## config.mk

```make
export PLATFORM = sky130hd
export DESIGN_NAME = csa_resolve_adder
export DESIGN_NICKNAME = d
export VERILOG_FILES = /design/src/rtl/csa_resolve_adder.sv
export SDC_FILE = /design/constraint.sdc
export NUM_CORES = 1
export LEC_CHECK = 0
export ABC_CLOCK_PERIOD_IN_PS = 10590
export CAP_MARGIN = 15
export CORE_MARGIN = 3
export CORE_UTILIZATION = 54
export DETAILED_ROUTE_END_ITERATION = 8
export PLACE_DENSITY = 0.85
export SETUP_SLACK_MARGIN = 0.4
export SYNTH_ARGS = -nofsm -noshare
export SYNTH_HDL_FRONTEND = slang
export SYNTH_SLANG_ARGS = --single-unit
```

## constraint.sdc

```tcl
create_clock -name clk -period 10.59 [get_ports clk]
set_input_delay 2.118 -clock clk [delete_from_list [all_inputs] [get_ports clk]]
set_output_delay 2.118 -clock clk [all_outputs]
set_load 0.01 [all_outputs]
```

## src/rtl/csa_resolve_adder.sv

```systemverilog
// -----------------------------------------------------------------------------
// csa_resolve_adder
//   Carry-propagate stage behind the Wallace-tree carry-save rows. It resolves
//   the redundant pair (sum vector, carry vector) into one binary word:
//       result = sum_in + (carry_in << 1)   mod 2^WIDTH
//   The add is a chunked ripple that resolves CHUNK bits per cycle, which keeps
//   the carry chain short. Only one operation is in flight at a time. There is a
//   valid/ready handshake on both sides.
//
//   Build option:
//     CSA_RESOLVE_ONECYCLE_EN  when defined, the ADD state does the full-width
//                              add in one cycle and CHUNK is ignored. Ports and
//                              handshake are the same in both builds.
//
//   Ports:
//     clk        in   1      rising-edge clock
//     rst_n      in   1      synchronous active-low reset
//     in_valid   in   1      upstream offers a (sum_in, carry_in) pair
//     in_ready   out  1      block can accept (IDLE only)
//     sum_in     in   WIDTH  CSA sum vector
//     carry_in   in   WIDTH  CSA carry vector, unshifted (bit i weighs 2^(i+1))
//     out_valid  out  1      result valid (DONE only)
//     out_ready  in   1      downstream takes the result
//     result     out  WIDTH  resolved sum, held while out_valid=1
//     busy       out  1      high in ADD or DONE
// -----------------------------------------------------------------------------
module csa_resolve_adder #(
    parameter int WIDTH = 66,
    parameter int CHUNK = 17
) (
    input  logic             clk,
    input  logic             rst_n,
    input  logic             in_valid,
    output logic             in_ready,
    input  logic [WIDTH-1:0] sum_in,
    input  logic [WIDTH-1:0] carry_in,
    output logic             out_valid,
    input  logic             out_ready,
    output logic [WIDTH-1:0] result,
    output logic             busy
);

    typedef enum logic [1:0] {
        ST_IDLE = 2'd0,
        ST_ADD  = 2'd1,
        ST_DONE = 2'd2
    } state_t;

    state_t           state_r;
    state_t           state_s;
    logic [WIDTH-1:0] sum_r;
    logic [WIDTH-1:0] carry_r;
    logic [WIDTH-1:0] result_r;
    logic [WIDTH-1:0] opb_s;

    // The carry vector is stored unshifted. Shifting it here drops bit WIDTH-1,
    // whose weight is 2^WIDTH and falls outside the result.
    assign opb_s = carry_r << 1;

`ifdef CSA_RESOLVE_ONECYCLE_EN
    logic [WIDTH-1:0] full_s;
    logic             last_s;

    // Single-cycle full-width resolve; the carry out of the MSB is dropped
    assign full_s = sum_r + opb_s;
    assign last_s = 1'b1;
`else
    localparam int NCHUNK = (WIDTH + CHUNK - 1) / CHUNK;
    localparam int IDXW   = (NCHUNK > 1) ? $clog2(NCHUNK) : 1;
    localparam int SHW    = $clog2(NCHUNK * CHUNK);

    logic [IDXW-1:0]  idx_r;
    logic             cy_r;
    logic [SHW-1:0]   shift_s;
    logic [CHUNK-1:0] sl_a_s;
    logic [CHUNK-1:0] sl_b_s;
    logic [CHUNK:0]   add_s;
    logic [WIDTH-1:0] mask_s;
    logic [WIDTH-1:0] ins_s;
    logic [WIDTH-1:0] res_next_s;
    logic             last_s;

    // Slice adder. Bits above WIDTH shift in as zeros, so the short top slice
    // needs no special case. Its carry lands outside the result mask.
    always_comb begin
        shift_s    = SHW'(idx_r) * SHW'(CHUNK);
        sl_a_s     = CHUNK'(sum_r >> shift_s);
        sl_b_s     = CHUNK'(opb_s >> shift_s);
        add_s      = {1'b0, sl_a_s} + {1'b0, sl_b_s} + {{CHUNK{1'b0}}, cy_r};
        mask_s     = WIDTH'({CHUNK{1'b1}}) << shift_s;
        ins_s      = WIDTH'(add_s[CHUNK-1:0]) << shift_s;
        res_next_s = (result_r & ~mask_s) | (ins_s & mask_s);
        last_s     = (idx_r == IDXW'(NCHUNK - 1));
    end
`endif

    // FSM next-state decode
    always_comb begin
        state_s = state_r;
        case (state_r)
            ST_IDLE: begin
                if (in_valid) state_s = ST_ADD;
                else          state_s = ST_IDLE;
            end
            ST_ADD: begin
                if (last_s) state_s = ST_DONE;
                else        state_s = ST_ADD;
            end
            ST_DONE: begin
                if (out_ready) state_s = ST_IDLE;
                else           state_s = ST_DONE;
            end
            default: state_s = ST_IDLE;
        endcase
    end

    // State register
    always_ff @(posedge clk) begin
        if (!rst_n) state_r <= ST_IDLE;
        else        state_r <= state_s;
    end

    // Operand capture and result accumulation
    always_ff @(posedge clk) begin
        if (!rst_n) begin
            sum_r    <= {WIDTH{1'b0}};
            carry_r  <= {WIDTH{1'b0}};
            result_r <= {WIDTH{1'b0}};
`ifndef CSA_RESOLVE_ONECYCLE_EN
            idx_r    <= {IDXW{1'b0}};
            cy_r     <= 1'b0;
`endif
        end else begin
            case (state_r)
                ST_IDLE: begin
                    if (in_valid) begin
                        sum_r   <= sum_in;
                        carry_r <= carry_in;
`ifndef CSA_RESOLVE_ONECYCLE_EN
                        idx_r   <= {IDXW{1'b0}};
                        cy_r    <= 1'b0;
`endif
                    end
                end
                ST_ADD: begin
`ifdef CSA_RESOLVE_ONECYCLE_EN
                    result_r <= full_s;
`else
                    result_r <= res_next_s;
                    cy_r     <= add_s[CHUNK];
                    idx_r    <= idx_r + {{(IDXW-1){1'b0}}, 1'b1};
`endif
                end
                default: begin
                    result_r <= result_r;
                end
            endcase
        end
    end

    assign result    = result_r;
    assign in_ready  = (state_r == ST_IDLE);
    assign out_valid = (state_r == ST_DONE);
    assign busy      = (state_r == ST_ADD) || (state_r == ST_DONE);

endmodule
```

==> reports/metrics.cfg <==
[global_route]
gr-total-overflow = 0
grt_pass1_vias = 7291
track_usage_pct = 24.9
antenna_found_initial = 1
grt_max_degree = 135
grt_pass1_wl_mm = 36.9

[worst_hold_path]
hp-class = flop to flop

[critical_path]
crit_fanout = 33
worst_path_largest_cell_delay_ns = 0.64
crit_slowest_cell = mux4_2
worstPathCellList = buf_4 > mux4_2 > fa_1 > fa_1 > a211oi_2 > o21bai_1 > a21oi_1 > o21ai_1 > xor2_1 > a22o_1
critPathLaunch = idx_r[0]
end_kind = flop
reg2reg_from = idx_r[0]
criticalPathCategory = flop to flop
crit_required_ns = 11.01
arrival_ns = 4.61
critPathTopFamily = compound AO/OA/AOI/OAI gates
cp_common_cell = fa_1
cp_num_buf_inv = 1
crit_path_start_kind = flop

[cells_and_area]
finalNonFillerCells = 1380
diodes = 0
drive_gt1_share_pct = 7.47
nets = 1314
final_core_util_pct = 72.6
stdcell_area_um2 = 11700
syn_to_final_growth_pct = 29.9

[route]
drc = 0
drt_wl_total_mm = 23.3
vias = 7575
viasPerCell = 5.49
drt_iter0_drc = 520
drt_first_pass_iters = 5
wl_per_cell_um = 16.9
ant_nets = 0

[clock_network]
cts_hold_buf = 0
cts_sinks = 202
clk_latency_ns = 0.49
cts_root_buffer = clkbuf_16
cts_tree = yes
post_cts_resized = 0
post_cts_buffers = 0
cts_inserted_buffers = 21
cts_buffer_depth = 3
htreeDepth = 1
path_clk_slew_ns = 0.06

[yosys]
syn_area_um2 = 9000
synthFlopType = dfxtp_1
synth-adder-area-share_pct = 3.78
synth_edf_count = 0
synthXorXnorAreaFrac_pct = 1.61
yosysSeqAreaShare_pct = 44.9
async_flop_share_pct = 0
syn_avg_cell_area_um2 = 9.09
syn_nets = 1152
syn_inst = 990
synth.most_common_cell = nand2_1
synthSimpleGateAreaFrac_pct = 17.7
synth_common_cells = 313 x nand2_1, 202 x dfxtp_1, 135 x a21boi_0, 46 x clkbuf_1, 29 x mux4_2
synth_top_cell_area_share_pct = 44.9
ys_warn_count = 0
yosysUniqueCellTypes = 53
synth-seq-cells = 202
synth_area_leader_cell = dfxtp_1
synthMuxAreaShare_pct = 7.81
synth_compound_area_share_pct = 20.7
synth_top_family_by_area = compound AO/OA/AOI/OAI gates
synth_area_leaders = dfxtp_1 45%, nand2_1 13%, a21boi_0 11%, mux4_2 7.3%, ha_1 3.3%

[floorplanning]
dieArea_um2 = 18300
core_um2 = 16100
die_w_um = 135
rows = 46
pin_count = 205
initial_core_util_pct = 55.8
die_y_um = 135

[placed_design]
pre_cts_ws_ns = 6.20
placedCellCount = 1345
gp_congestion = 0.859
placed_area_um2 = 11100
hpwl_mm = 16.6
io_buffer_count = 203

[timing]
slew_headroom_pct = 26.5
fin_hold_ws_ns = 0.456
fin_skew_ns = 0.0156
tightest_slew_ns = 1.10
final.min_clock_period_ns = 4.19
hold_viol = 0
drv_slew = 0
fmax_mhz = 239
fin_ws_ns = 6.40
setup_viol = 0
fin_crit_sh_pct = 39.6
rsz0062_at_grt = no
final.setup.tns_ns = 0

[power_and_ir_drop]
p_switching_uw = 435
ir_worst_vdd_v = 0.000115
leakagePower_nw = 4.24
pwr-share-comb_pct = 13.8
switching_share_pct = 25.0
seq_power_share_pct = 46.8
clkPwrFrac_pct = 39.3
power.internal_mw = 1.30
p_total_mw = 1.74
powerDensity_nw_per_um2 = 149

[run]
cap_viol_max_count = 0

[outcome]
status = completed

==> worst reg2reg max path, stage by stage, from the launching register on <==
cell and delay, ns:
dfxtp_2 0.59, buf_4 0.62, mux4_2 0.66, fa_1 0.47
fa_1 0.45, a211oi_2 0.30, o21bai_1 0.12, a21oi_1 0.28
o21ai_1 0.11, xor2_1 0.33, a22o_1 0.21
==> final cells by class <==
cell class	count	area, um^2
multi-input combinational	714	4660
fill	1202	4420
sequential	202	4050
timing repair buffer	208	2070
clock buffer	30	599
tap	216	270
clock inverter	5	35.0
inverter	5	18.8
==> cells by family after synthesis <==
kind of cell | Yosys count
AO/OA/AOI/OAI | 258
flip-flops | 202
adder cells (fa/ha/maj) | 26
multiplexers | 34
XOR/XNOR | 14
buffers and inverters | 74
AND/OR/NAND/NOR | 382
==> final timing paths <==
path,end,slack [ns],cells after the start
worst max-delay path,flop,6.40,10
worst min-delay path,flop,0.46,2
worst max register to register,flop,6.40,10
worst min register to register,flop,0.46,2
==> per-layer routing <==
layer,part of all wire [%],up-vias,track usage [%]
met4,2.5,2,6.94
met5,0.056,-,0
li1,-,3717,-
met2,48,262,42.0
met3,6.9,41,5.29
met1,43,3553,32.7
==> power by group through the flow <==
stage	clock (mW)	sequential [mW]	combinational, mW
CTS	0.695	0.815	0.240
detailed placement	0	0.831	0.239
floorplan	0	0.826	0.143
global placement	0	0.829	0.235
finish	0.684	0.815	0.241
global route	0.729	0.818	0.264
==> cells in the final DEF, fill, tap and decap left out, types with 5 or more instances in the layout <==
cell type	synthesis	layout
a21boi_0	135	135
a21oi_1	20	20
a22o_1	22	22
a22oi_1	17	17
and2_1	15	14
buf_4	1	6
clkbuf_1	46	5
clkbuf_16	0	21
clkdlybuf4s50_1	0	202
dfxtp_1	202	200
ha_1	24	24
inv_1	5	5
mux2i_1	5	5
mux4_2	29	29
nand2_1	313	312
nand2b_1	9	9
nor2_1	8	8
nor2b_1	19	19
o21ai_0	25	25
o21ai_1	12	12
o22ai_1	5	5
xor2_1	7	7
No activity file was read; power rests on OpenSTA's default activity.
